===== src/rtl/sr_pattern_pkg.sv =====
// Shared constants for the serial delay-line pattern generator.
package sr_pattern_pkg;

    localparam int unsigned LFSR_W    = 7;
    localparam int unsigned ERR_CNT_W = 8;

    // Pattern select encodings
    localparam logic [1:0] MODE_ZERO  = 2'b00;
    localparam logic [1:0] MODE_ONE   = 2'b01;
    localparam logic [1:0] MODE_ALT   = 2'b10;
    localparam logic [1:0] MODE_PRBS7 = 2'b11;

    typedef enum logic [1:0] {
        ST_IDLE = 2'b00,
        ST_RUN  = 2'b01,
        ST_DONE = 2'b10
    } state_e;

    // x^7 + x^6 + 1 feedback taps (bit indices of the shift register)
    localparam int unsigned PRBS7_TAP_HI = 6;
    localparam int unsigned PRBS7_TAP_LO = 5;

    localparam logic [LFSR_W-1:0] PRBS7_SEED_DEFAULT = 7'h01;

    // An all-zero seed would lock the LFSR; substitute the default.
    function automatic logic [LFSR_W-1:0] prbs7_fix_seed(input logic [LFSR_W-1:0] s);
        return (s == '0) ? PRBS7_SEED_DEFAULT : s;
    endfunction

endpackage


===== src/rtl/sr_prbs7_lfsr.sv =====
// Fibonacci PRBS7 generator: load seeds the register, adv shifts one step.
module sr_prbs7_lfsr
    import sr_pattern_pkg::*;
(
    input  logic              clk,
    input  logic              rst,
    input  logic              load,
    input  logic [LFSR_W-1:0] seed,
    input  logic              adv,
    output logic              prbs_bit
);

    logic [LFSR_W-1:0] lfsr_q;
    logic [LFSR_W-1:0] lfsr_d;

    // Next LFSR value: seed load takes priority over advance
    always_comb begin
        lfsr_d = lfsr_q;
        if (load) begin
            lfsr_d = prbs7_fix_seed(seed);
        end else if (adv) begin
            lfsr_d = {lfsr_q[LFSR_W-2:0], lfsr_q[PRBS7_TAP_HI] ^ lfsr_q[PRBS7_TAP_LO]};
        end
    end

    // LFSR state register
    always_ff @(posedge clk or posedge rst) begin
        if (rst) begin
            lfsr_q <= '0;
        end else begin
            lfsr_q <= lfsr_d;
        end
    end

    assign prbs_bit = lfsr_q[LFSR_W-1];

endmodule


===== src/rtl/sr_pattern_gen.sv =====
// Burst pattern source for the serial delay line: paced bit strobes with
// constant, alternating or PRBS7 data. Defining SR_PATGEN_ERRINJ_EN adds
// single-bit error injection (err_inject in, err_cnt out).
module sr_pattern_gen
    import sr_pattern_pkg::*;
#(
    parameter int unsigned LEN_W = 11,
    parameter int unsigned DIV_W = 8
) (
    input  logic              clk,
    input  logic              rst,
    input  logic              start,
    input  logic              abort,
    input  logic [1:0]        mode,
    input  logic [LEN_W-1:0]  burst_len,
    input  logic [DIV_W-1:0]  rate_div,
    input  logic [LFSR_W-1:0] seed,
`ifdef SR_PATGEN_ERRINJ_EN
    input  logic                 err_inject,
    output logic [ERR_CNT_W-1:0] err_cnt,
`endif
    output logic              sr_din,
    output logic              sr_clken,
    output logic              busy,
    output logic              done
);

    state_e            state_q,   state_d;
    logic [DIV_W-1:0]  div_cnt_q, div_cnt_d;
    logic [LEN_W-1:0]  rem_q,     rem_d;
    logic [1:0]        mode_q,    mode_d;
    logic [DIV_W-1:0]  rate_q,    rate_d;
    logic              alt_q,     alt_d;
    logic              sr_din_q,  sr_din_d;
    logic              sr_clken_q, sr_clken_d;
    logic              busy_q,    busy_d;
    logic              done_q,    done_d;

    logic              start_acc_c;
    logic              strobe_c;
    logic              pat_bit_c;
    logic              prbs_bit;
    logic              inv_c;

`ifdef SR_PATGEN_ERRINJ_EN
    logic                 err_arm_q, err_arm_d;
    logic [ERR_CNT_W-1:0] err_cnt_q, err_cnt_d;
`endif

    assign start_acc_c = (state_q == ST_IDLE) && start && !abort;

    sr_prbs7_lfsr u_lfsr (
        .clk      (clk),
        .rst      (rst),
        .load     (start_acc_c),
        .seed     (seed),
        .adv      (strobe_c && (mode_q == MODE_PRBS7)),
        .prbs_bit (prbs_bit)
    );

    // Current pattern bit for the selected mode
    always_comb begin
        pat_bit_c = 1'b0;
        case (mode_q)
            MODE_ZERO:  pat_bit_c = 1'b0;
            MODE_ONE:   pat_bit_c = 1'b1;
            MODE_ALT:   pat_bit_c = alt_q;
            MODE_PRBS7: pat_bit_c = prbs_bit;
            default:    pat_bit_c = 1'b0;
        endcase
    end

`ifdef SR_PATGEN_ERRINJ_EN
    assign inv_c = err_arm_q;
`else
    assign inv_c = 1'b0;
`endif

    // FSM next state, pacing divider, bit counter and registered outputs
    always_comb begin
        state_d    = state_q;
        div_cnt_d  = div_cnt_q;
        rem_d      = rem_q;
        mode_d     = mode_q;
        rate_d     = rate_q;
        alt_d      = alt_q;
        sr_din_d   = sr_din_q;
        sr_clken_d = 1'b0;
        busy_d     = 1'b0;
        done_d     = 1'b0;
        strobe_c   = 1'b0;
`ifdef SR_PATGEN_ERRINJ_EN
        err_arm_d  = err_arm_q;
        err_cnt_d  = err_cnt_q;
`endif

        case (state_q)
            ST_IDLE: begin
`ifdef SR_PATGEN_ERRINJ_EN
                err_arm_d = 1'b0;
`endif
                if (start_acc_c) begin
                    mode_d    = mode;
                    rate_d    = rate_div;
                    rem_d     = burst_len;
                    div_cnt_d = '0;
                    alt_d     = 1'b0;
                    state_d   = (burst_len == '0) ? ST_DONE : ST_RUN;
`ifdef SR_PATGEN_ERRINJ_EN
                    err_cnt_d = '0;
`endif
                end
            end
            ST_RUN: begin
                busy_d = 1'b1;
                if (div_cnt_q == '0) begin
                    strobe_c   = 1'b1;
                    sr_clken_d = 1'b1;
                    sr_din_d   = pat_bit_c ^ inv_c;
                    div_cnt_d  = rate_q;
                    rem_d      = rem_q - LEN_W'(1);
                    alt_d      = ~alt_q;
                    if (rem_q == LEN_W'(1)) begin
                        state_d = ST_DONE;
                    end
                end else begin
                    div_cnt_d = div_cnt_q - DIV_W'(1);
                end
`ifdef SR_PATGEN_ERRINJ_EN
                // Consume an armed error on this strobe, then re-arm on a new pulse
                if (strobe_c && err_arm_q) begin
                    err_arm_d = 1'b0;
                    if (err_cnt_q != '1) begin
                        err_cnt_d = err_cnt_q + ERR_CNT_W'(1);
                    end
                end
                if (err_inject) begin
                    err_arm_d = 1'b1;
                end
`endif
            end
            ST_DONE: begin
                done_d  = 1'b1;
                state_d = ST_IDLE;
            end
            default: begin
                state_d = ST_IDLE;
            end
        endcase

        // Abort overrides everything, including a same-cycle start
        if (abort) begin
            state_d    = ST_IDLE;
            sr_clken_d = 1'b0;
            sr_din_d   = 1'b0;
            busy_d     = 1'b0;
            done_d     = 1'b0;
`ifdef SR_PATGEN_ERRINJ_EN
            err_arm_d  = 1'b0;
`endif
        end
    end

    // State, counters, config and output registers
    always_ff @(posedge clk or posedge rst) begin
        if (rst) begin
            state_q    <= ST_IDLE;
            div_cnt_q  <= '0;
            rem_q      <= '0;
            mode_q     <= MODE_ZERO;
            rate_q     <= '0;
            alt_q      <= 1'b0;
            sr_din_q   <= 1'b0;
            sr_clken_q <= 1'b0;
            busy_q     <= 1'b0;
            done_q     <= 1'b0;
        end else begin
            state_q    <= state_d;
            div_cnt_q  <= div_cnt_d;
            rem_q      <= rem_d;
            mode_q     <= mode_d;
            rate_q     <= rate_d;
            alt_q      <= alt_d;
            sr_din_q   <= sr_din_d;
            sr_clken_q <= sr_clken_d;
            busy_q     <= busy_d;
            done_q     <= done_d;
        end
    end

`ifdef SR_PATGEN_ERRINJ_EN
    // Error injection flag and saturating counter
    always_ff @(posedge clk or posedge rst) begin
        if (rst) begin
            err_arm_q <= 1'b0;
            err_cnt_q <= '0;
        end else begin
            err_arm_q <= err_arm_d;
            err_cnt_q <= err_cnt_d;
        end
    end

    assign err_cnt = err_cnt_q;
`endif

    assign sr_din   = sr_din_q;
    assign sr_clken = sr_clken_q;
    assign busy     = busy_q;
    assign done     = done_q;

endmodule


===== config.mk =====
export PLATFORM = sky130hd
export DESIGN_NAME = sr_pattern_gen
export DESIGN_NICKNAME = d
export VERILOG_FILES = /design/src/rtl/sr_pattern_pkg.sv /design/src/rtl/sr_prbs7_lfsr.sv /design/src/rtl/sr_pattern_gen.sv
export SDC_FILE = /design/constraint.sdc
export NUM_CORES = 1
export LEC_CHECK = 0
export ABC_AREA = 1
export BUFFER_PORTS_ARGS = -buffer_cell sky130_fd_sc_hd__buf_2
export CAP_MARGIN = 20
export CORE_UTILIZATION = 52
export DETAILED_ROUTE_END_ITERATION = 6
export MAX_ROUTING_LAYER = met4
export PLACE_DENSITY = 0.79
export SLEW_MARGIN = 0
export SYNTH_ARGS = -nofsm -noshare
export SYNTH_HDL_FRONTEND = slang
export SYNTH_SLANG_ARGS = --single-unit

===== constraint.sdc =====
create_clock -name clk -period 1.39 [get_ports clk]
set_clock_uncertainty 0.2 [all_clocks]
set_input_delay 0.2085 -clock clk [delete_from_list [all_inputs] [get_ports clk]]
set_output_delay 0.2085 -clock clk [all_outputs]
set_load 0.02 [all_outputs]

# --- Yosys cells after proc, flatten, opt, wreduce, memory -nomap -nowiden ---
# Index checks and enable logic that the tools add are counted.
word_totals:
  mem_bits_rw: 0
  latch_bits: 0
  mem_bits_ro: 0
  wordCells: 73
  register_bits: 43
  n_memories: 0
  input_bits: 32
  output_inout_bits: 4
classes:
  n_addsub: 2
  n_eq_ne: 11
  n_lt_le_gt_ge: 0
  n_bitwise: 2
  reduce_logical: 18
  mux: 29
  mul: 0
  n_shift: 0
  div_mod_pow: 0
ops:
  columns: ["operator", "count"]
  rows:
  - ["two-way mux 11 bit", 2]
  - ["case mux 11 bit (2 select lines)", 1]
  - ["two-way mux 7 bit", 3]
  - ["two-way mux 8 bit", 2]
  - ["case mux 8 bit (2 select lines)", 1]
  - ["two-way mux 1 bit", 12]
  - ["equality test 11 x 1 -> 1 bit, second input constant", 1]
  - ["logical NOT 11 bit", 1]
  - ["subtractor 11 x 1 -> 11 bit, second input constant", 1]
  - ["two-way mux 2 bit", 5]
  - ["!= test 3 bit, second input constant", 3]
  - ["logical NOT 8 bit", 1]
  - ["nonzero test 2 bit", 4]
  - ["subtractor 8 x 1 -> 8 bit, second input constant", 1]
  - ["logical NOT 7 bit", 1]
  - ["equality test 2 bit, second input constant", 3]
  - ["AND reduction 2 bit", 3]
  - ["AND reduction 3 bit", 2]
  - ["equality test 2 x 1 -> 1 bit, second input constant", 2]
  - ["logical NOT 2 bit", 2]
  - ["!= test 2 bit, second input constant", 2]
  - ["case mux 1 bit (4 select lines)", 1]
  - ["case mux 2 bit (2 select lines)", 1]
  - ["logical AND 1 bit", 3]
  - ["other kinds (4)", 4]

# --- Longest topological paths before layout ---
logic_depth:
  word_depth: 6
  mapped_depth: 10
  ltp_nobuf: 10

# --- Hierarchy ---
# Synthesis repeated with hierarchy kept, for this count alone.
unflattened:
  cells_unflattened: 348
  hier_area_um2: 2548.7
modules_own_cells:
  columns: ["module", "area_each_um2", "cells_each", "n_inst"]
  rows:
  - ["sr_pattern_gen", 2148.3, 300, 1]
  - ["sr_prbs7_lfsr", 400.4, 48, 1]

# --- Least setup slack after synthesis ---
# Ideal clock, no wire load.
synth_timing:
  path_kind: "register to register"
  from: "register div_cnt_q[0]"
  to: "register sr_din_q (netlist: sr_din)"
  t_required_ns: 1.065
  path_slack_ns: -0.145
  path_stages_with_launch: 9
  arrival_ns: 1.210
  period_less_slack_ns: 1.535
  setup_ns: 0.125
  cell_sequence: "dfrtp_1 -> inv_1 -> ha_1 -> nand2_1 -> nor2_2 -> nand2_2 -> buf_2 -> nand3_1 -> nand2_1"
synth_between:
  elab_chain_len: 3
synth_lines:
  columns: ["element", "line", "source"]
  rows:
  - ["start, declared", "sr_pattern_gen.sv:29", "logic [DIV_W-1:0] div_cnt_q, div_cnt_d;"]
  - ["start signal, assigned", "sr_pattern_gen.sv:179", "div_cnt_q <= div_cnt_d;"]
  - ["logical NOT 8 bit", "sr_pattern_gen.sv:116", "if (div_cnt_q == '0) begin"]
  - ["nonzero test 2 bit (no line)", null, null]
  - ["AND reduction 2 bit (no line)", null, null]
  - ["end signal, assigned", "sr_pattern_gen.sv:184", "sr_din_q <= sr_din_d;"]
  - ["end, declared", "sr_pattern_gen.sv:34", "logic sr_din_q, sr_din_d;"]
# No other way between the ends.
# A chain may end at the register's enable or synchronous reset.

# --- Final worst setup path ---
layout_timing:
  from: "register div_cnt_q[1]"
  to: "register rem_q[10]"
layout_between:
  elab_chain_len: 3
layout_lines:
  columns: ["element", "line", "source"]
  rows:
  - ["logical NOT 8 bit", "sr_pattern_gen.sv:116", null]
  - ["!= test 2 bit (no line)", null, null]
  - ["AND reduction 3 bit (no line)", null, null]
  - ["end signal, assigned", "sr_pattern_gen.sv:180", "rem_q <= rem_d;"]
  - ["end, declared", "sr_pattern_gen.sv:30", "logic [LEN_W-1:0] rem_q, rem_d;"]
# No other way between the ends.

==> results.cfg <==
[status]
status = complete, but fails checks
failed_checks = negative setup slack

[placed_design]
pre_cts_ws_ps = -192
place_hpwl_mm = 4.58
place_area_um2 = 3170
globalplace.congestion = 0.927
place_inst = 495
numPortBuffers = 35

[cts]
clk_pin_slew_worst_paths_ps = 80
cts_tree = done
cts.sinks = 43
cts_made_buffers = 5
clkLatencyLatePin_ps = 310
cts.path.max_buffers = 2
htreeDepth = 2
cts_root_buf = clkbuf_8

[critical_path]
max_stage_delay_ps = 400
path_buf_inv = 2
cpMaxStageDelayCell = dfrtp_1
critical_path_arrival_ps = 1750
crit_family = simple AND/OR/NAND/NOR gates
cp.required_ps = 1430
cp-start-kind = flip-flop
path_class = flip-flop to flip-flop
end_kind = flip-flop
cp_cell_sequence = inv_2, ha_4, nand2_2, nor2_4, nand2_4, buf_6, a21oi_2, nand2_1, nand2_1
worst-path-max-fanout = 5
cpMostUsedCell = nand2_1

[finish]
final_area_um2 = 3700
drive_gt1_frac = 0.358
final_common_cell = nand2_1
fin_cells = 519
antennaDiodeCount = 0
final_cell_mix = 91 x nand2_1, 43 x dfrtp_1, 36 x nand3_1, 36 x buf_4
nets = 488
syn2layout_area_growth_pct = 43.8

[timing]
slew_headroom = 0.829
rsz0062_at_grt = yes
drv_slew = 0
worstMarginPinSlew_ps = 254
fin_crit_sh = 1.23
setup_tns_ps = -8080
hold_viol = 0
fmaxAchievable_mhz = 586
setup_ws_ps = -318
fin_crit_ps = 1710
setup_violations = 41

[flow_run]
max_cap_violations = 0

[drt]
ant_nets = 0
drc = 0
num_vias = 2837
drtPass1Iterations = 5
routed_via_density = 5.47
drtIter0Drc = 283
post_drt_wl_per_cell_um = 14.8
wl_mm = 7.69

[floorplan]
dieArea_um2 = 5230
coreArea_um2 = 4750
start_util = 0.541
pin_count = 36
die_w_um = 72.4
rows = 25
die_h_um = 72.4

[global_route]
grt_max_degree = 44
antenna_found_initial = 0
grt_pass1_wl_mm = 10.9
overflow = 0
grt_pass1_vias = 2530
track_usage = 0.276

[synth]
synth.distinct_cells = 31
yosysSeqAreaShare = 0.418
ys_warn_count = 0
synth-seq-cells = 43
syn_area_um2 = 2570
synth_nets = 393
synth_area_leaders = dfrtp_1 42%, nand2_1 17%, nand3_1 7.8%
yosys.area.top_type = dfrtp_1
synth.top_cell.area_share = 0.418
synthCells = 357
synth_area_per_cell_um2 = 7.21

[power_and_ir_drop]
p_leak_nw = 1.91
ir_worst_vdd_v = 0.00119
powerDensity_nw_per_um2 = 1990

[min_path]
hp-class = input port to flip-flop
-- repair_timing --
item | in CTS | in global routing
pin swaps | 2 | 18
hold buffers | 11 | 0
hold endpoints to repair | 53 | 0
setup endpoints to repair | 41 | 42
resized for setup | 4 | 71
buffers inserted | 0 | 3
gates cloned | 1 | 2
-- cell families (layout without fill, tap and decap cells) --
group	count (synthesis)	in the layout	share of synthesized area
AOI/OAI and AO/OA	41	41	0.0904
and+or+nand+nor	209	210	0.360
buffers and inverters	56	150	0.0982
xor gates and xnor gates	4	4	0.0136
DFF	43	43	0.418
adders and majority gates	4	4	0.0194
-- through the flow --
| step | hold slack (ps) | total power [W] | util |
|---|---|---|---|
| 6_report | 18.2 | 0.00738 | 0.778 |
| 5_1_grt | 32.2 | 0.00789 | 0.778 |
| 4_1_cts | 14.8 | 0.00663 | 0.716 |
| 3_5_place_dp | 81.1 | 0.00559 | 0.667 |
| 3_3_place_gp | 77.8 | 0.00546 | 0.667 |
| 2_1_floorplan | 6.38 | 0.00434 | - |
-- flip-flops by register name (all words and copies together), names as in the netlist --
register       count
rem_q             11
div_cnt_q          8
rate_q             8
u_lfsr.lfsr_q      7
mode_q             2
state_q            2
alt_q              1
busy               1
done               1
sr_clken           1
sr_din             1
-- final timing paths --
check	startpoint	to	slack (ps)	cells after the start
max in group asynchronous	rst	rem_q[8]	490	4
min in group asynchronous	rst	div_cnt_q[2]	290	4
max	div_cnt_q[1]	rem_q[10]	-320	9
min reg2reg	rate_q[0]	rate_q[0]	300	2
max reg2reg	div_cnt_q[1]	rem_q[10]	-320	9
min	seed[5]	u_lfsr.lfsr_q[5]	20	5
-- cell usage after synthesis --
library cell and n:
a21boi_1 1, a21oi_1 1, a21oi_2 2, buf_2 4, buf_4 2, buf_6 4, clkbuf_1 1, dfrtp_1 43
ha_1 4, inv_1 40, inv_2 5, nand2_1 114, nand2_2 2, nand2_4 2, nand3_1 40, nand3_4 1
nand3b_1 1, nand3b_4 1, nand4_1 2, nor2_1 35, nor2_2 3, nor2_4 2, nor3_1 3, o2111ai_1 1
o211ai_1 5, o21ai_0 16, o21ai_1 14, o22ai_1 1, or2_0 3, xnor2_1 1, xor2_1 3
-- worst register-to-register path, cell delays in order (launching register included) --
cell	delay, ps
dfrtp_1	400
inv_2	100
ha_4	130
nand2_2	60
nor2_4	160
nand2_4	100
buf_6	150
a21oi_2	150
nand2_1	110
nand2_1	80
-- routing by layer --
layer / up-vias / GRT usage / wire, um
met4: 0 / 0.113 / 325
met3: 40 / 0.0472 / 545
met5: - / - / 0
met2: 151 / 0.438 / 3760
li1: 1320 / - / -
met1: 1326 / 0.350 / 3060
-- area by class of cell --
cell class,count,area [um2]
Sequential cell,43,1080
Multi-Input combinational cell,259,1470
Inverter,45,188
Timing Repair Buffer,97,768
Timing Repair inverter,1,11.3
Clock buffer,6,72.6
Clock inverter,1,30.0
Fill cell,322,1050
Tap cell,67,83.8
-- power by group --
group          internal, W  switching, W  total [W]
Sequential         0.00177      0.000419    0.00219
Clock             0.000527      0.000447   0.000975
Combinational      0.00182       0.00239    0.00421
Total              0.00412       0.00326    0.00738
No activity file was read; power rests on OpenSTA's default activity.
